<file path="config.mk">
export PLATFORM = sky130hd
export DESIGN_NAME = cam_capture_window
export DESIGN_NICKNAME = d
export VERILOG_FILES = /design/src/rtl/cam_capture_pkg.sv /design/src/rtl/cam_sync_edge.sv /design/src/rtl/cam_capture_window.sv
export SDC_FILE = /design/constraint.sdc
export NUM_CORES = 1
export LEC_CHECK = 0
export CAP_MARGIN = 20
export CORE_UTILIZATION = 45
export CTS_BUF_LIST = sky130_fd_sc_hd__clkbuf_16
export CTS_CLUSTER_DIAMETER = 60
export DETAILED_ROUTE_END_ITERATION = 12
export PLACE_DENSITY = 0.67
export SYNTH_ARGS = -nofsm -noshare
export SYNTH_HDL_FRONTEND = slang
export SYNTH_SLANG_ARGS = --single-unit
</file>
<file path="constraint.sdc">
create_clock -name clk -period 2.8 [get_ports clk]
set_clock_uncertainty 0.05 [all_clocks]
set_input_delay 0.28 -clock clk [delete_from_list [all_inputs] [get_ports clk]]
set_output_delay 0.28 -clock clk [all_outputs]
set_load 0.1 [all_outputs]
</file>
<file path="src/rtl/cam_capture_pkg.sv">
// cam_capture_pkg: shared types and luma coefficients for the camera capture window. Rev 1.0
// Macro GRAYSCALE_EN in the top selects whether gray565() is used on the write path.
`default_nettype none

package cam_capture_pkg;

  typedef enum logic [1:0] {
    WAIT_VS    = 2'd0,
    WAIT_START = 2'd1,
    ACTIVE     = 2'd2
  } cap_state_t;

  typedef struct packed {
    logic [4:0] r;
    logic [5:0] g;
    logic [4:0] b;
  } rgb565_t;

  localparam logic [7:0] GRAY_R = 8'd77;
  localparam logic [7:0] GRAY_G = 8'd150;
  localparam logic [7:0] GRAY_B = 8'd29;

  // Luma from zero-padded 8-bit channels, replicated back into RGB565 lanes.
  function automatic logic [15:0] gray565(input rgb565_t p);
    logic [17:0] acc;
    logic [7:0]  g;
    acc = 18'({p.r, 3'b000}) * 18'(GRAY_R)
        + 18'({p.g, 2'b00})  * 18'(GRAY_G)
        + 18'({p.b, 3'b000}) * 18'(GRAY_B);
    g = 8'(acc >> 8);
    return {g[7:3], g[7:2], g[7:3]};
  endfunction

endpackage

`default_nettype wire

</file>
<file path="src/rtl/cam_sync_edge.sv">
// cam_sync_edge: 2-FF synchronizer with registered rise/fall detect; level is aligned to the edges. Rev 1.0
`default_nettype none

module cam_sync_edge (
  input  logic clk,
  input  logic rst_n,
  input  logic din,
  output logic level,
  output logic rise,
  output logic fall
);

  logic s1;
  logic s2;

  always_ff @(posedge clk) begin
    if (!rst_n) begin
      s1    <= 1'b0;
      s2    <= 1'b0;
      level <= 1'b0;
      rise  <= 1'b0;
      fall  <= 1'b0;
    end else begin
      s1    <= din;
      s2    <= s1;
      level <= s2;
      rise  <= s2 & ~level;
      fall  <= ~s2 & level;
    end
  end

endmodule

`default_nettype wire

</file>
<file path="src/rtl/cam_capture_window.sv">
// cam_capture_window: oversampled OV7670 capture, RGB565 pairing and 256x256 window write port. Rev 1.0
// Define GRAYSCALE_EN to store luma-only pixels through one extra pipeline register.
`default_nettype none

module cam_capture_window #(
  parameter int H_ACTIVE = 640,
  parameter int V_ACTIVE = 480,
  parameter int WIN_W    = 256,
  parameter int WIN_H    = 256
) (
  input  logic        clk,
  input  logic        rst_n,
  input  logic        cam_pclk,
  input  logic        cam_vsync,
  input  logic        cam_href,
  input  logic [7:0]  cam_data,
  input  logic        capture_en,
  output logic        wr_en,
  output logic [15:0] wr_addr,
  output logic [15:0] wr_data,
  output logic        frame_done,
  output logic [8:0]  line_cnt,
  output logic        err_sync
);

  import cam_capture_pkg::*;

  localparam int XW = $clog2(((H_ACTIVE > WIN_W) ? H_ACTIVE : WIN_W) + 1);
  localparam logic [XW-1:0] X_LIM  = XW'(H_ACTIVE);
  localparam logic [XW-1:0] X_WIN  = XW'(WIN_W);
  localparam logic [8:0]    Y_LAST = 9'(V_ACTIVE - 1);
  localparam logic [8:0]    Y_WIN  = 9'(WIN_H);

  logic pc_level, pc_rise, pc_fall;
  logic vs_level, vs_rise, vs_fall;
  logic hr_level, hr_rise, hr_fall;

  cam_sync_edge u_sync_pclk (
    .clk(clk), .rst_n(rst_n), .din(cam_pclk),
    .level(pc_level), .rise(pc_rise), .fall(pc_fall)
  );
  cam_sync_edge u_sync_vsync (
    .clk(clk), .rst_n(rst_n), .din(cam_vsync),
    .level(vs_level), .rise(vs_rise), .fall(vs_fall)
  );
  cam_sync_edge u_sync_href (
    .clk(clk), .rst_n(rst_n), .din(cam_href),
    .level(hr_level), .rise(hr_rise), .fall(hr_fall)
  );

  // Data takes the same three register hops as the control edges.
  logic [7:0] d1, d2, d3;
  always_ff @(posedge clk) begin
    if (!rst_n) begin
      d1 <= 8'd0;
      d2 <= 8'd0;
      d3 <= 8'd0;
    end else begin
      d1 <= cam_data;
      d2 <= d1;
      d3 <= d2;
    end
  end

  cap_state_t     state;
  logic           cap_lat;
  logic [XW-1:0]  x;
  logic [8:0]     y;
  logic           phase;
  logic [7:0]     hi;
  logic           pix_en;
  logic [15:0]    pix_addr;
  logic [15:0]    pix_data;
  logic [15:0]    x_ext;

  assign x_ext    = 16'(x);
  assign line_cnt = y;

  always_ff @(posedge clk) begin
    if (!rst_n) begin
      state      <= WAIT_VS;
      cap_lat    <= 1'b0;
      x          <= '0;
      y          <= 9'd0;
      phase      <= 1'b0;
      hi         <= 8'd0;
      pix_en     <= 1'b0;
      pix_addr   <= 16'd0;
      pix_data   <= 16'd0;
      frame_done <= 1'b0;
      err_sync   <= 1'b0;
    end else begin
      pix_en     <= 1'b0;
      frame_done <= 1'b0;
      case (state)
        WAIT_VS: begin
          if (vs_rise) state <= WAIT_START;
        end
        WAIT_START: begin
          if (vs_fall) begin
            cap_lat <= capture_en;
            x       <= '0;
            y       <= 9'd0;
            phase   <= 1'b0;
            state   <= ACTIVE;
          end
        end
        ACTIVE: begin
          // Frame end outranks a coincident line end.
          if (vs_rise) begin
            frame_done <= 1'b1;
            state      <= WAIT_START;
          end else if (hr_fall) begin
            x     <= '0;
            phase <= 1'b0;
            if (y != Y_LAST) y <= y + 9'd1;
            if (phase) err_sync <= 1'b1;
          end else if (hr_level && pc_rise) begin
            if (x >= X_LIM) begin
              err_sync <= 1'b1;
            end else if (!phase) begin
              hi    <= d3;
              phase <= 1'b1;
            end else begin
              pix_en   <= cap_lat && (x < X_WIN) && (y < Y_WIN);
              pix_addr <= {y[7:0], x_ext[7:0]};
              pix_data <= {hi, d3};
              x        <= x + 1'b1;
              phase    <= 1'b0;
            end
          end
        end
        default: state <= WAIT_VS;
      endcase
    end
  end

`ifdef GRAYSCALE_EN
  always_ff @(posedge clk) begin
    if (!rst_n) begin
      wr_en   <= 1'b0;
      wr_addr <= 16'd0;
      wr_data <= 16'd0;
    end else begin
      wr_en   <= pix_en;
      wr_addr <= pix_addr;
      wr_data <= gray565(pix_data);
    end
  end
`else
  assign wr_en   = pix_en;
  assign wr_addr = pix_addr;
  assign wr_data = pix_data;
`endif

  logic unused_sigs;
  assign unused_sigs = &{1'b0, pc_level, pc_fall, vs_level, hr_rise, x_ext[15:8]};

endmodule

`default_nettype wire

</file>
==> metrics.txt, run 1 <==
run status finished, final reports clean; largest net degree at the start of global routing 67; Final Hold Vio Count 0; Synth top area share 54.0%; CTS H-tree lvls 3; DRT iter0 DRCs 127; CP Data Arrival Time 2.19 ns; Sink Count 103; Setup TNS Final 0 ns; Post-CTS Setup Bufs 0; Global Route Usage Sum 18.0%; RSZ-0062 raised after global routing false; syn nets between 400 and 500; Reg clk slew, reported paths 0.07 ns; CP Max Fanout 15; total gr overflow 0; Crit. End Element flop; Syn Std Cell Area between 3000 and 4000 µm²; cell family with most CP delay simple AND/OR/NAND/NOR gates; wire per inst around 13 µm; MaxCap Viol Count 0; Post-CTS Resized 0; Worst-Margin Slew 0.726 ns; vias in the first global route 2699; DP Wirelength 4880 µm; Die Wd 94.1 µm; WL final 7280 µm; Port Buffers 57; r2r startpoint state[0]$_SDFFE_PN0P_; synth unique cells 43; maximum VDD drop 0.309 mV; die height 94.1 µm; Ys Warns 0; Synth Instances 418; WP data required 3.02 ns; Num CTS Buffers 9; Routed Antenna Nets 0; CP cell instances and3b_1 -> nor2_1 -> or4_1 -> a21oi_1; # DRC 0; # hold bufs at CTS 0; Final Max Tran Viols 0; Crit-path slowest cell or4_1; Top FF cell, synth dfxtp_1; RD Place Congestion 0.818; Avg Cell Area, Syn 9.13 µm²; max incr delay on CP 0.54 ns; Setup crit start state[0]$_SDFFE_PN0P_; post-synthesis sequential area ratio 54.0%; Area after DPL ~4300 µm²; Clock Tree Buf Depth 2; Slew headroom 51.2%; worst hold path class in2reg; vias per cell around 5.2; hold_ws between 0.3 and 0.4 ns; root buffer cell clkbuf_16; Initial Util 46.5%; Worst Hold Launch rst_n; core area 8220 µm²; final instance area 4620 µm²; row count 33; Critical Path Start Type flop; crit path time final 1.97 ns; DIE AREA 8860 µm²; via count 2998; Inserted Diodes 0; CP bufs+invs 0; async set-reset flop share out of synthesis 0%; cell taking the most area after synthesis dfxtp_1; first-pass GRT wire length 12500 µm; initial antenna violation count 0; DRT Pass-1 Iters 4; clk_lat worst skew 0.34 ns; # IOs 58; layout cells sized above 1 between 10% and 20%; fmax between 500 and 600 MHz; CTS tree built; Post-synth EDFFs 0; Final Util between 50% and 60%; synth top area cells dfxtp_1 (54%), o21ai_0 (6.9%), nand3_1 (5.9%); Synth Register Bits 103; leakage approximately 1.7 nW; Setup Crit Path Kind reg2reg; PD cells 617 nW/µm²; number of fill cells 768; area grow syn2layout 20.9%; # setup viols final 0; final net count 481; crit share post-route 70.2%
==> sequential cells by signal, summed over array words and instances, names as in the netlist, 2 cells and up <==
| signal | cells |
|---|---|
| hi | 8 |
| wr_data | 16 |
| line_cnt | 9 |
| d2 | 8 |
| d1 | 8 |
| wr_addr | 16 |
| x | 10 |
| state | 2 |
| d3 | 8 |
==> metrics by stage <==
| step | setup WS [ns] | power [mW] | instances |
|---|---|---|---|
| after floorplan | 0.411 | 1.57 | 418 |
| after global placement | 0.905 | 1.59 | 558 |
| after detailed placement | 0.837 | 1.59 | 558 |
| after CTS | 0.834 | 2.87 | 573 |
| after global routing | 0.696 | 2.94 | 573 |
| final | 0.833 | 2.85 | 573 |
==> per-layer routing <==
metal	vias to the layer above	GRT usage [%]	share of wire, %	routed length (µm)
li1	1546	-	-	-
met1	1386	23.1	48	3490
met2	57	29.0	46	3390
met3	9	3.48	3.6	260
met4	0	8.33	2.0	144
met5	-	0	0	0
==> cell usage in the layout (no fill, tap or decap), types with 2 or more instances in the layout <==
master,synthesis,routed
a211oi_1,4,4
a21oi_1,11,11
and2_1,33,33
and3_1,4,4
and4_1,3,3
buf_4,0,49
bufinv_16,0,2
clkbuf_16,0,9
clkdlybuf4s50_1,0,12
clkinv_1,1,3
dfxtp_1,103,103
ha_1,3,3
inv_1,2,2
nand2_1,56,56
nand2b_1,2,2
nand3_1,45,45
nand4_1,2,2
nor2_1,18,18
nor2b_1,2,2
nor3_1,2,2
nor4_1,2,2
o2111ai_1,2,2
o211ai_1,5,5
o21a_1,2,2
o21ai_0,53,53
o21ai_1,4,4
o31ai_1,3,3
or3_1,8,8
or4_1,4,4
xnor2_1,3,3
==> where the power goes <==
| part | leakage, nW | internal (mW) | switching (mW) |
|---|---|---|---|
| logic | 0.729 | 0.0296 | 0.0362 |
| clock network | 0.147 | 0.775 | 0.515 |
| registers | 0.835 | 1.49 | 0.00789 |
==> synthesized netlist by cell type (4+ instances only) <==
cell type  instances
a21oi_1           11
or3_1              8
nand2_1           56
dfxtp_1          103
o21ai_1            4
nand3_1           45
buf_6              6
and3_1             4
o21ai_0           53
and2_1            33
clkbuf_1          19
o211ai_1           5
nor2_1            18
or4_1              4
a211oi_1           4
==> final cells by class <==
| cell class | instances | area [µm²] | area share (%) |
|---|---|---|---|
| clock inverter | 6 | 83.8 | 1.82 |
| sequential | 103 | 2060 | 44.7 |
| timing repair buffer | 62 | 508 | 11.0 |
| clock buffer | 9 | 225 | 4.88 |
| inverter | 3 | 11.3 | 0.244 |
| tap | 105 | 131 | 2.85 |
| multi-input combinational | 285 | 1600 | 34.6 |
==> final timing paths <==
| kind | end | slack, ns | cells past startpoint |
|---|---|---|---|
| hold reg to reg | u_sync_pclk.rise$_SDFF_PN0_ | 0.33 | 1 |
| setup reg to reg | line_cnt[4]$_SDFFE_PN0P_ | 0.83 | 4 |
| setup / recovery | line_cnt[4]$_SDFFE_PN0P_ | 0.83 | 4 |
| hold / removal | frame_done$_SDFF_PN0_ | 0.32 | 3 |
==> worst register-to-register path: stages (launching register included) <==
cell,delay [ns]
dfxtp_1,0.45
and3b_1,0.51
nor2_1,0.21
or4_1,0.54
a21oi_1,0.14
==> cells by family after synthesis <==
kind of cell | count (synthesis) | synth area share (%)
and+or+nand+nor | 191 | 26.9
DFF | 103 | 54.0
AOI/OAI and AO/OA | 87 | 12.9
buffers and inverters | 30 | 4.20
xor gates and xnor gates | 3 | 0.688
adders and majority gates | 3 | 0.983
muxes | 1 | 0.262
Note: power is estimated with default switching activity, not from simulation.
==> run 2, diff against run 1 <==
--- a/config.mk
+++ b/config.mk
@@ -10,7 +10,7 @@
 export CTS_BUF_LIST = sky130_fd_sc_hd__clkbuf_16
 export CTS_CLUSTER_DIAMETER = 60
 export DETAILED_ROUTE_END_ITERATION = 12
-export PLACE_DENSITY = 0.67
+export PLACE_DENSITY = 0.7
 export SYNTH_ARGS = -nofsm -noshare
 export SYNTH_HDL_FRONTEND = slang
 export SYNTH_SLANG_ARGS = --single-unit
==> constraint.sdc (replaced) <==
create_clock -name clk -period 1.66 [get_ports clk]
set_clock_uncertainty 0.05 [all_clocks]
set_input_delay 0.166 -clock clk [delete_from_list [all_inputs] [get_ports clk]]
set_output_delay 0.166 -clock clk [all_outputs]
set_load 0.1 [all_outputs]
==> metrics.txt, run 2 (synthesis results as in run 1) <==
run status complete, but fails checks (was finished, final reports clean); failing checks setup timing; gr busiest metal met2 (unchanged); root buffer cell clkbuf_16 (unchanged); Setup TNS Final -4.31 ns (was 0 ns); Power Total 4.67 mW (was 2.85 mW); largest net degree at the start of global routing 120 (was 67); crit path time final 1.81 ns (was 1.97 ns); final net count 513 (was 481); Global Route Usage Sum 20.2% (was 18.0%); final instance area 5640 µm² (was 4620 µm²); DIE AREA 8860 µm² (unchanged); met3 Use GR 3.48% (unchanged); Clock Tree Buf Depth 2 (unchanged); CP Data Arrival Time 2.02 ns (was 2.19 ns); Clock power frac 43.4% (was 45.3%); Setup WS post-layout -0.148 ns (was 0.833 ns); DP Wirelength 5300 µm (was 4880 µm); MaxCap Viol Count 0 (unchanged); met1 GRT Util 26.3% (was 23.1%); worst hold path class in2reg (unchanged); maximum VDD drop 0.621 mV (was 0.309 mV); worst slack at placement -0.149 ns (was 0.837 ns); Pint 3.62 mW (was 2.29 mW); most common cell after layout, fill and taps aside dfxtp_1 (unchanged); layout cells sized above 1 28.7% (was 14.7%); row count 33 (unchanged); Num CTS Buffers 9 (unchanged); Inserted Diodes 0 (unchanged); RD Place Congestion 0.813 (was 0.818); Worst-Margin Slew 0.439 ns (was 0.726 ns); Routed Antenna Nets 0 (unchanged); Reg clk slew, reported paths 0.07 ns (about the same); CTS tree built (unchanged); area grow syn2layout 47.7% (was 20.9%); Initial Util 46.5% (unchanged); Sink Count 103 (unchanged); Crit. End Element flop (unchanged); crit share post-route 109% (was 70.2%); CP Max Fanout 24 (was 15); # setup viols final 45 (was 0); vias in the first global route 2984 (was 2699); CP cell instances or4b_4 -> nor4b_4 -> buf_6 -> buf_16 -> nand3_1 -> o21ai_0 (was and3b_1 -> nor2_1 -> or4_1 -> a21oi_1); # DRC 0 (unchanged); clk_lat worst skew 0.34 ns (about the same); initial antenna violation count 0 (unchanged); Crit-path slowest cell or4b_4 (was or4_1); Final Hold Vio Count 0 (unchanged); fmax 553 MHz (was 508 MHz); WL final 8520 µm (was 7280 µm); via count 3248 (was 2998); Port Buffers 57 (unchanged); CTS H-tree lvls 3 (unchanged); first-pass GRT wire length 13800 µm (was 12500 µm); Switching Share 22.5% (was 19.6%); DRT Pass-1 Iters 4 (unchanged); Top Registers wr_addr (16), wr_data (16), x (10) (unchanged); WP data required 1.87 ns (was 3.02 ns); P_sw 1.05 mW (was 559 µW); grt met2 use 31.3% (was 29.0%); # IOs 58 (unchanged); most frequent cells in the layout dfxtp_1 (93), nand2_1 (55), buf_12 (46), nand3_1 (37), o21ai_1 (35) (was dfxtp_1 (103), nand2_1 (56), o21ai_0 (53), buf_4 (49), nand3_1 (45)); hold_ws 0.0747 ns (was 0.320 ns); Critical Path Start Type flop (unchanged); Slew headroom 70.7% (was 51.2%); Seq pwr share 53.8% (was 52.4%); Die Wd 94.1 µm (unchanged); max incr delay on CP 0.55 ns (was 0.54 ns); die height 94.1 µm (unchanged); Final Max Tran Viols 0 (unchanged); vias per cell 5.36 (was 5.23); total gr overflow 0 (unchanged); leakage 2.06 nW (was 1.71 nW); Setup Crit Path Kind reg2reg (unchanged); DRT iter0 DRCs 181 (was 127); combinational power share 2.8% (was 2.3%); Area after DPL 5130 µm² (was 4310 µm²); wire per inst 14.1 µm (was 12.7 µm); PD cells 828 nW/µm² (was 617 nW/µm²); core area 8220 µm² (unchanged); RSZ-0062 raised after global routing true (was false)
## run 2: metal layers
layer	share of wire (%)	routed length (µm)
met4	2.2	188
met3	5.1	431
met2	49	4160
met1	44	3740
met5	0	0
## run 2: path summary, 6_finish.rpt
kind,startpoint,depth (start not counted),endpoint,slack [ns]
worst max-delay path,state[0]$_SDFFE_PN0P_,6,wr_data[15]$_SDFFE_PN0P_,-0.15
worst min-delay path,rst_n,3,frame_done$_SDFF_PN0_,0.07
worst max register to register,state[0]$_SDFFE_PN0P_,6,wr_data[15]$_SDFFE_PN0P_,-0.15
worst min register to register,u_sync_pclk.level$_SDFF_PN0_,1,u_sync_pclk.rise$_SDFF_PN0_,0.36
## run 2: stage by stage
stage | util (%) | instances
global placement | 62.5 | 581
finish | 68.6 | 606
floorplan | - | 418
global route | 68.6 | 606
detailed placement | 62.5 | 581
CTS | 66.8 | 603
## run 2: area by class of cell
type | instances | area, µm²
Fill cell | 623 | 2580
Sequential cell | 103 | 2080
Multi-Input combinational cell | 285 | 1740
Timing Repair Buffer | 94 | 1380
Clock buffer | 9 | 225
Tap cell | 105 | 131
Clock inverter | 7 | 70.1
Inverter | 3 | 11.3
## run 2: timing repair
item                       CTS  global route
hold buffers                 0             0
buffers inserted             4             3
cloned                       2             2
gates resized for setup      7            54
setup endpoints to repair   44            56
pin swaps                    2            12
## run 2: power by group through the flow
stage | registers, mW | clock network (mW) | logic [mW]
finish | 2.51 | 2.03 | 0.131
global route | 2.51 | 2.19 | 0.144
CTS | 2.51 | 2.06 | 0.128
detailed placement | 2.57 | 0 | 0.127
global placement | 2.57 | 0 | 0.124
floorplan | 2.57 | 0 | 0.0743
## run 2: worst max-delay path: cells and delay by family, from the launching register on
| family | cells | cell delay [ns] |
|---|---|---|
| AOI/OAI and AO/OA | 1 | 0.10 |
| buffers and inverters | 2 | 0.37 |
| DFF | 1 | 0.32 |
| and+or+nand+nor | 3 | 0.88 |
==> run 3, diff against run 2 <==
--- a/config.mk
+++ b/config.mk
@@ -5,7 +5,6 @@
 export SDC_FILE = /design/constraint.sdc
 export NUM_CORES = 1
 export LEC_CHECK = 0
-export CAP_MARGIN = 20
 export CORE_UTILIZATION = 45
 export CTS_BUF_LIST = sky130_fd_sc_hd__clkbuf_16
 export CTS_CLUSTER_DIAMETER = 60
==> results of run 3 <==
Final layout, timing and power as in run 2 (identical DEF).
